**src/rtl/mc_control_unit.sv**
```systemverilog
// mc_control_unit: multicycle MIPS-subset control unit.
// Latches the fetched word into IR and walks FETCH/DECODE/EXEC/MEM/WB, with one
// pcEn pulse per retired instruction and a bus-wait watchdog (WAIT_LIMIT, 0 = off).
// Optional feature macro: CU_PERF_CNT_EN adds the instret/cycles counter ports.
module mc_control_unit #(
  parameter int unsigned WORD_W     = 32,
  parameter int unsigned REG_W      = 5,
  parameter int unsigned WAIT_LIMIT = 0
) (
  input  logic              CLK,
  input  logic              RST,
  input  logic [WORD_W-1:0] ins,
  input  logic              ihit,
  input  logic              dhit,
  input  logic              zf,
  output logic              iREN,
  output logic              dREN,
  output logic              dWEN,
  output logic              pcEn,
  output logic [1:0]        pcSel,
  output logic [1:0]        aluBSel,
  output logic [1:0]        rfInSel,
  output logic [3:0]        op,
  output logic [REG_W-1:0]  wsel,
  output logic [REG_W-1:0]  rsel1,
  output logic [REG_W-1:0]  rsel2,
  output logic              WEN,
  output logic [WORD_W-1:0] shamt,
  output logic [WORD_W-1:0] ext32,
  output logic [25:0]       immJ26,
  output logic              halt,
  output logic              timeout
`ifdef CU_PERF_CNT_EN
  ,
  output logic [WORD_W-1:0] instret,
  output logic [WORD_W-1:0] cycles
`endif
);

  localparam logic [2:0] S_FETCH  = 3'd0;
  localparam logic [2:0] S_DECODE = 3'd1;
  localparam logic [2:0] S_EXEC   = 3'd2;
  localparam logic [2:0] S_MEM    = 3'd3;
  localparam logic [2:0] S_WB     = 3'd4;
  localparam logic [2:0] S_HALTED = 3'd5;

  localparam logic [1:0] PC_PC4    = 2'd0;
  localparam logic [1:0] PC_BRANCH = 2'd1;
  localparam logic [1:0] PC_JUMP   = 2'd2;
  localparam logic [1:0] PC_JR     = 2'd3;

  localparam logic [1:0] B_RT    = 2'd0;
  localparam logic [1:0] B_EXT32 = 2'd1;
  localparam logic [1:0] B_SHAMT = 2'd2;

  localparam logic [1:0] RF_ALU = 2'd0;
  localparam logic [1:0] RF_MEM = 2'd1;
  localparam logic [1:0] RF_LUI = 2'd2;
  localparam logic [1:0] RF_PC4 = 2'd3;

  localparam logic [3:0] OP_SLL  = 4'd0;
  localparam logic [3:0] OP_SRL  = 4'd1;
  localparam logic [3:0] OP_ADD  = 4'd2;
  localparam logic [3:0] OP_SUB  = 4'd3;
  localparam logic [3:0] OP_AND  = 4'd4;
  localparam logic [3:0] OP_OR   = 4'd5;
  localparam logic [3:0] OP_XOR  = 4'd6;
  localparam logic [3:0] OP_NOR  = 4'd7;
  localparam logic [3:0] OP_SLT  = 4'd8;
  localparam logic [3:0] OP_SLTU = 4'd9;

  // instruction classes
  localparam logic [3:0] C_ALU_R = 4'd0;
  localparam logic [3:0] C_ALU_I = 4'd1;
  localparam logic [3:0] C_LUI   = 4'd2;
  localparam logic [3:0] C_LW    = 4'd3;
  localparam logic [3:0] C_SW    = 4'd4;
  localparam logic [3:0] C_BEQ   = 4'd5;
  localparam logic [3:0] C_BNE   = 4'd6;
  localparam logic [3:0] C_J     = 4'd7;
  localparam logic [3:0] C_JR    = 4'd8;
  localparam logic [3:0] C_JAL   = 4'd9;
  localparam logic [3:0] C_HALT  = 4'd10;
  localparam logic [3:0] C_BAD   = 4'd11;

  localparam int unsigned CNT_W = (WAIT_LIMIT > 1) ? $clog2(WAIT_LIMIT) : 1;

  logic [2:0]        state, next_state;
  logic [WORD_W-1:0] ir;
  logic [5:0]        opcode, funct;
  logic [3:0]        cls;
  logic              zext;
  logic              ir_load;
  logic              wd_fire;
  logic              wd_expire;
  logic              wait_active;
  logic [CNT_W-1:0]  wait_cnt;

  assign opcode = ir[31:26];
  assign funct  = ir[5:0];

  // IR field fan-out to the datapath
  assign rsel1  = REG_W'(ir[25:21]);
  assign rsel2  = REG_W'(ir[20:16]);
  assign immJ26 = ir[25:0];
  assign shamt  = {{(WORD_W-5){1'b0}}, ir[10:6]};
  assign ext32  = zext ? {{(WORD_W-16){1'b0}}, ir[15:0]}
                       : {{(WORD_W-16){ir[15]}}, ir[15:0]};

  // Watchdog: expires on the WAIT_LIMIT-th consecutive wait cycle
  assign wait_active = ((state == S_FETCH) && !ihit) || ((state == S_MEM) && !dhit);
  assign wd_expire   = (WAIT_LIMIT != 0) && (wait_cnt == CNT_W'(WAIT_LIMIT - 1));

  // Instruction decode from IR: class, ALU op, B-operand source, immediate extension
  always_comb begin
    cls     = C_BAD;
    op      = OP_ADD;
    aluBSel = B_RT;
    zext    = 1'b0;
    case (opcode)
      6'h00: begin
        case (funct)
          6'h00:        begin cls = C_ALU_R; op = OP_SLL;  aluBSel = B_SHAMT; end
          6'h02:        begin cls = C_ALU_R; op = OP_SRL;  aluBSel = B_SHAMT; end
          6'h08:        cls = C_JR;
          6'h20, 6'h21: begin cls = C_ALU_R; op = OP_ADD;  end
          6'h22, 6'h23: begin cls = C_ALU_R; op = OP_SUB;  end
          6'h24:        begin cls = C_ALU_R; op = OP_AND;  end
          6'h25:        begin cls = C_ALU_R; op = OP_OR;   end
          6'h26:        begin cls = C_ALU_R; op = OP_XOR;  end
          6'h27:        begin cls = C_ALU_R; op = OP_NOR;  end
          6'h2A:        begin cls = C_ALU_R; op = OP_SLT;  end
          6'h2B:        begin cls = C_ALU_R; op = OP_SLTU; end
          default:      cls = C_BAD;
        endcase
      end
      6'h02:        cls = C_J;
      6'h03:        cls = C_JAL;
      6'h04:        begin cls = C_BEQ;   op = OP_SUB; end
      6'h05:        begin cls = C_BNE;   op = OP_SUB; end
      6'h08, 6'h09: begin cls = C_ALU_I; op = OP_ADD;  aluBSel = B_EXT32; end
      6'h0A:        begin cls = C_ALU_I; op = OP_SLT;  aluBSel = B_EXT32; end
      6'h0B:        begin cls = C_ALU_I; op = OP_SLTU; aluBSel = B_EXT32; end
      6'h0C:        begin cls = C_ALU_I; op = OP_AND;  aluBSel = B_EXT32; zext = 1'b1; end
      6'h0D:        begin cls = C_ALU_I; op = OP_OR;   aluBSel = B_EXT32; zext = 1'b1; end
      6'h0E:        begin cls = C_ALU_I; op = OP_XOR;  aluBSel = B_EXT32; zext = 1'b1; end
      6'h0F:        begin cls = C_LUI;   aluBSel = B_EXT32; zext = 1'b1; end
      6'h23:        begin cls = C_LW;    op = OP_ADD;  aluBSel = B_EXT32; end
      6'h2B:        begin cls = C_SW;    op = OP_ADD;  aluBSel = B_EXT32; end
      6'h3F:        cls = C_HALT;
      default:      cls = C_BAD;
    endcase
  end

  // Write-back register and source select
  always_comb begin
    wsel    = REG_W'(ir[20:16]);
    rfInSel = RF_ALU;
    case (cls)
      C_ALU_R: wsel = REG_W'(ir[15:11]);
      C_JAL:   begin wsel = REG_W'(31); rfInSel = RF_PC4; end
      C_LW:    rfInSel = RF_MEM;
      C_LUI:   rfInSel = RF_LUI;
      default: rfInSel = RF_ALU;
    endcase
  end

  // State register
  always_ff @(posedge CLK) begin
    if (RST) state <= S_FETCH;
    else     state <= next_state;
  end

  // Next-state and strobe generation
  always_comb begin
    next_state = state;
    iREN       = 1'b0;
    dREN       = 1'b0;
    dWEN       = 1'b0;
    pcEn       = 1'b0;
    WEN        = 1'b0;
    pcSel      = PC_PC4;
    ir_load    = 1'b0;
    wd_fire    = 1'b0;
    halt       = 1'b0;
    case (state)
      S_FETCH: begin
        iREN = 1'b1;
        if (ihit) begin
          ir_load    = 1'b1;
          next_state = S_DECODE;
        end else if (wd_expire) begin
          wd_fire    = 1'b1;
          next_state = S_HALTED;
        end
      end
      S_DECODE: begin
        if ((cls == C_HALT) || (cls == C_BAD)) next_state = S_HALTED;
        else                                   next_state = S_EXEC;
      end
      S_EXEC: begin
        case (cls)
          C_ALU_R, C_ALU_I, C_LUI, C_JAL: next_state = S_WB;
          C_LW, C_SW:                     next_state = S_MEM;
          C_BEQ: begin
            pcEn       = 1'b1;
            pcSel      = zf ? PC_BRANCH : PC_PC4;
            next_state = S_FETCH;
          end
          C_BNE: begin
            pcEn       = 1'b1;
            pcSel      = zf ? PC_PC4 : PC_BRANCH;
            next_state = S_FETCH;
          end
          C_J: begin
            pcEn       = 1'b1;
            pcSel      = PC_JUMP;
            next_state = S_FETCH;
          end
          C_JR: begin
            pcEn       = 1'b1;
            pcSel      = PC_JR;
            next_state = S_FETCH;
          end
          default: next_state = S_HALTED;
        endcase
      end
      S_MEM: begin
        if (cls == C_LW) dREN = 1'b1;
        else             dWEN = 1'b1;
        if (dhit) begin
          if (cls == C_LW) begin
            next_state = S_WB;
          end else begin
            pcEn       = 1'b1;
            next_state = S_FETCH;
          end
        end else if (wd_expire) begin
          wd_fire    = 1'b1;
          next_state = S_HALTED;
        end
      end
      S_WB: begin
        WEN        = 1'b1;
        pcEn       = 1'b1;
        pcSel      = (cls == C_JAL) ? PC_JUMP : PC_PC4;
        next_state = S_FETCH;
      end
      S_HALTED: halt = 1'b1;
      default:  next_state = S_FETCH;
    endcase
  end

  // IR capture, watchdog counter and sticky timeout flag
  always_ff @(posedge CLK) begin
    if (RST) begin
      ir       <= '0;
      wait_cnt <= '0;
      timeout  <= 1'b0;
    end else begin
      if (ir_load) ir <= ins;
      if (wd_fire) timeout <= 1'b1;
      if (wait_active && (next_state == state)) wait_cnt <= wait_cnt + CNT_W'(1);
      else                                      wait_cnt <= '0;
    end
  end

`ifdef CU_PERF_CNT_EN
  // Retired-instruction and active-cycle counters; cycles freezes once halted
  always_ff @(posedge CLK) begin
    if (RST) begin
      instret <= '0;
      cycles  <= '0;
    end else begin
      if (pcEn) instret <= instret + WORD_W'(1);
      if (state != S_HALTED) cycles <= cycles + WORD_W'(1);
    end
  end
`endif

endmodule

```
**config.mk**
```make
export PLATFORM = sky130hd
export DESIGN_NAME = mc_control_unit
export DESIGN_NICKNAME = d
export VERILOG_FILES = /design/src/rtl/mc_control_unit.sv
export SDC_FILE = /design/constraint.sdc
export NUM_CORES = 1
export LEC_CHECK = 0
export CELL_PAD_IN_SITES_DETAIL_PLACEMENT = 0
export CELL_PAD_IN_SITES_GLOBAL_PLACEMENT = 1
export CORE_ASPECT_RATIO = 0.75
export CORE_MARGIN = 5
export CORE_UTILIZATION = 25
export CTS_CLUSTER_DIAMETER = 50
export DETAILED_ROUTE_END_ITERATION = 10
export PLACE_DENSITY = 0.82
export SYNTH_ARGS = -nofsm -noshare
export SYNTH_HDL_FRONTEND = slang
export SYNTH_SLANG_ARGS = --single-unit
```
**constraint.sdc**
```tcl
create_clock -name CLK -period 5.49 [get_ports CLK]
set_clock_uncertainty 0.2 [all_clocks]
set_input_delay 1.647 -clock CLK [delete_from_list [all_inputs] [get_ports CLK]]
set_output_delay 1.647 -clock CLK [all_outputs]
set_load 0.01 [all_outputs]
```
==> impl.org <==
** Route
- In the final routed layout, each cell accounts on average for 14.0 um.
- Detailed routing inserted a total of 2620 vias.
- Total wire length after detailed routing :: 8350 um
- Detailed-route vias per instance :: approximately 4.4
- Number of detailed-route iterations in the first pass :: 4
- After the first detailed-routing iteration, the DRC count stood at 162.
- Count of antenna-violating nets left after detailed routing :: 0
- Count of unresolved DRC violations after routing :: 0

** Clock network
- Number of buffers inserted for hold repair after clock tree synthesis :: 0
- Clock Pin Slew Worst Setup and Hold Paths :: 0.06 ns
- Gates resized during post-CTS repair numbered 0.
- Total clock sinks :: 35
- TritonCTS buffer count :: 5
- Maximum root-to-sink buffer count :: 2
- Clock Root Buffer :: sky130_fd_sc_hd__clkbuf_16
- Once the clock tree was built, the setup fixing pass inserted 0 buffers.
- TritonCTS built the clock tree.
- H-tree depth :: 2
- Worst-Skew Late Latency :: 0.27 ns

** Floorplan
- Overall die width :: 134 um
- The region available for standard cell placement spans 11400 um^2.
- The initialized floorplan defines 34 standard-cell rows.
- Initial Util :: 25.2%
- 159 I/O pins were placed.
- Area enclosed by the die boundary :: approximately 14000 um^2
- The die is 103 um tall.

** STA
- Setup violations remaining at the end of the flow were counted as 0.
- Number of max-slew violations in the final report :: 0
- The worst path needs 5.07 ns of the cycle, external delays included.
- Worst hold slack :: approximately 0.28 ns
- In the post-route analysis, the smallest setup slack over all paths is between 0.4 and 0.5 ns.
- The number of hold-slack violations in the final timing report was 0.
- Summed negative setup slack over all endpoints :: 0 ns
- Setup repair after global routing left no endpoint under its margin.
- Final worst path period share :: between 90% and 100%
- For this run, the top clock speed supported by timing is between 150 and 200 MHz.
- For the pin with the worst max-slew slack, the measured transition is 1.09 ns.
- Headroom to the max-slew limit came out at 27.2%.

** Layout
- 0 antenna diodes ended up in the layout.
- Fraction of final layout cells sized beyond drive strength 1 :: 4.43%
- After filler insertion, the fill cell instance count of the layout stands at 1204.
- The area growth from synthesis to layout is 31.0%.
- Number of nets in the finished design :: 487
- Area of all placed cells without fillers :: between 3000 and 4000 um^2

** Worst hold path
- The worst hold path belongs to the class reg2reg.
- The startpoint identified for the worst hold timing path is ir[22].

** Worst setup path
- Critical path peak fanout :: 21
- Start of the worst register-to-register path :: ir[29]
- Data arrival time at the worst-slack endpoint :: 3.23 ns
- Startpoint Class :: register
- In this run the worst setup path begins at ir[29].
- Kind of critical path :: reg2out
- At the worst endpoint, the required time is 3.64 ns.
- Category of the worst setup path capture point :: primary output

** Synth
- Among all flip-flop cells after synthesis, the most frequent one is sky130_fd_sc_hd__dfxtp_1.
- Sequential share of the synthesized area :: 24.3%
- The synthesized design contains 35 register bits.
- Yosys warning count :: 0
- Post-Synthesis Cells :: 407
- Async set-or-reset flop fraction in the synthesized netlist :: 0%
- Netlist area before placement :: 2880 um^2
- Average footprint of a synthesized cell :: 7.08 um^2
- In this run, distinct cell masters in the synthesized netlist total 53.
- The synthesized design contains 0 enable-type register cells.

** Placed design
- The count of buffers added on input and output ports is 130.
- Instance area after placement :: between 3000 and 4000 um^2
- Post-place setup slack :: 0.628 ns
- HPWL Detailed :: 6480 um
- The congestion estimate from routability-driven global placement came to about 0.75.

** Status
- The flow ran to the end, and the final reports show no timing, DRC or antenna violations.

** GRT
- Pin count of the biggest net entering global routing :: 33
- Via count of the first global-routing pass :: 2449
- The first global-routing pass estimated 12800 um of wire.
- For this run the aggregate overflow at the end of global routing stands at 0.
- Initial antenna violation count :: 1
- Total routing resource utilization after global routing :: 11.4%

** Power and ir drop
- Summed over all cells, the static leakage comes to 1.39 nW.
- Maximum vdd drop :: about 0.13 mV
- For this design the ratio of total power to cell area is 423 nW/um^2.

** Job
- Max-cap violations in this run came to 0.
-- synthesized netlist by cell type (all sizes together) (4+ instances only) --
| cell type | instances | area, um^2 |
|---|---|---|
| a21oi | 40 | 204 |
| nor3 | 12 | 60.1 |
| nand3 | 6 | 30.0 |
| nor2b | 7 | 43.8 |
| nor2 | 17 | 63.8 |
| buf | 106 | 785 |
| o21ai | 10 | 53.8 |
| a21o | 4 | 30.0 |
| nand3b | 4 | 30.0 |
| o31a | 5 | 43.8 |
| clkbuf | 17 | 63.8 |
| inv | 8 | 30.0 |
| o21a | 4 | 30.0 |
| or2 | 6 | 37.5 |
| dfxtp | 35 | 701 |
| nand2 | 79 | 297 |
-- report_power, final --
group | total [W] | internal [W] | leakage [nW] | switching, W
clock | 0.000281 | 0.000167 | 0.0658 | 0.000114
sequential | 0.000410 | 0.000308 | 0.287 | 0.000102
combinational | 0.000908 | 0.000468 | 1.04 | 0.000440
-- final cells by class --
type,instances,area [um^2],area share [%]
clock buffer,5,125,3.31
clock inverter,3,20.0,0.530
inverter,8,30.0,0.795
multi-input combinational,268,1400,37.2
sequential,35,701,18.6
tap,144,180,4.77
timing repair buffer,132,1320,34.9
-- through the flow --
stage	total power [W]	util (%)	cells
6_report	0.00160	33.0	595
5_1_grt	0.00172	33.0	595
3_5_place_dp	0.00133	31.7	587
3_3_place_gp	0.00132	31.7	587
2_1_floorplan	0.00104	-	434
4_1_cts	0.00162	33.0	595
-- registers in the layout, summed over array words and instances (netlist names) --
| name | cells |
|---|---|
| state | 3 |
| ir | 32 |
-- path summary, 6_finish.rpt --
check	slack (ns)	to	cells after the start
worst max-delay path	0.42	wsel[2]	7
worst min-delay path	0.28	ir[22]	2
worst max register to register	2.82	state[0]	6
worst min register to register	0.28	ir[22]	2
-- cell usage in the layout, fill, tap and decap left out, drive strengths merged, types with 3 or more instances in the layout --
master | synthesis | routed
clkdlybuf4s50 | 0 | 130
nand2 | 79 | 79
a21oi | 40 | 40
dfxtp | 35 | 35
conb | 1 | 28
nor2 | 17 | 17
nor3 | 12 | 12
o21ai | 10 | 10
inv | 8 | 8
nor2b | 7 | 7
nand3 | 6 | 6
or2 | 6 | 6
o31a | 5 | 5
clkbuf | 17 | 5
o21a | 4 | 4
a21o | 4 | 4
nand3b | 4 | 4
nand4 | 3 | 3
nand2b | 3 | 3
and3 | 3 | 3
a22oi | 3 | 3
and2 | 3 | 3
-- cells by family (layout without fill, tap and decap cells) --
kind of cell | Yosys count | count (layout) | synth area share [%]
AO/OA/AOI/OAI | 87 | 87 | 19.9
other | 1 | 28 | 0.130
buffers and inverters | 131 | 148 | 30.5
flip-flops | 35 | 35 | 24.3
XOR/XNOR | 3 | 3 | 0.912
AND/OR/NAND/NOR | 150 | 150 | 24.2
-- critical path: stages (launching register included) --
cell and delay [ns]:
sky130_fd_sc_hd__dfxtp_1 0.51, sky130_fd_sc_hd__or4b_4 0.62, sky130_fd_sc_hd__o21ai_2 0.08, sky130_fd_sc_hd__a21oi_2 0.10, sky130_fd_sc_hd__a2111oi_4 0.69, sky130_fd_sc_hd__and2_4 0.29, sky130_fd_sc_hd__o31a_1 0.12, sky130_fd_sc_hd__clkdlybuf4s50_1 0.54
-- per-layer routing --
layer / wire [um] / global-route usage, % / vias up
met3: 596 / 2.73 / 7
met2: 3720 / 18.4 / 99
met5: 13 / 0 / -
met1: 3950 / 15.6 / 1186
li1: - / - / 1326
met4: 68 / 2.37 / 2
Note: power is estimated with default switching activity, not from simulation.
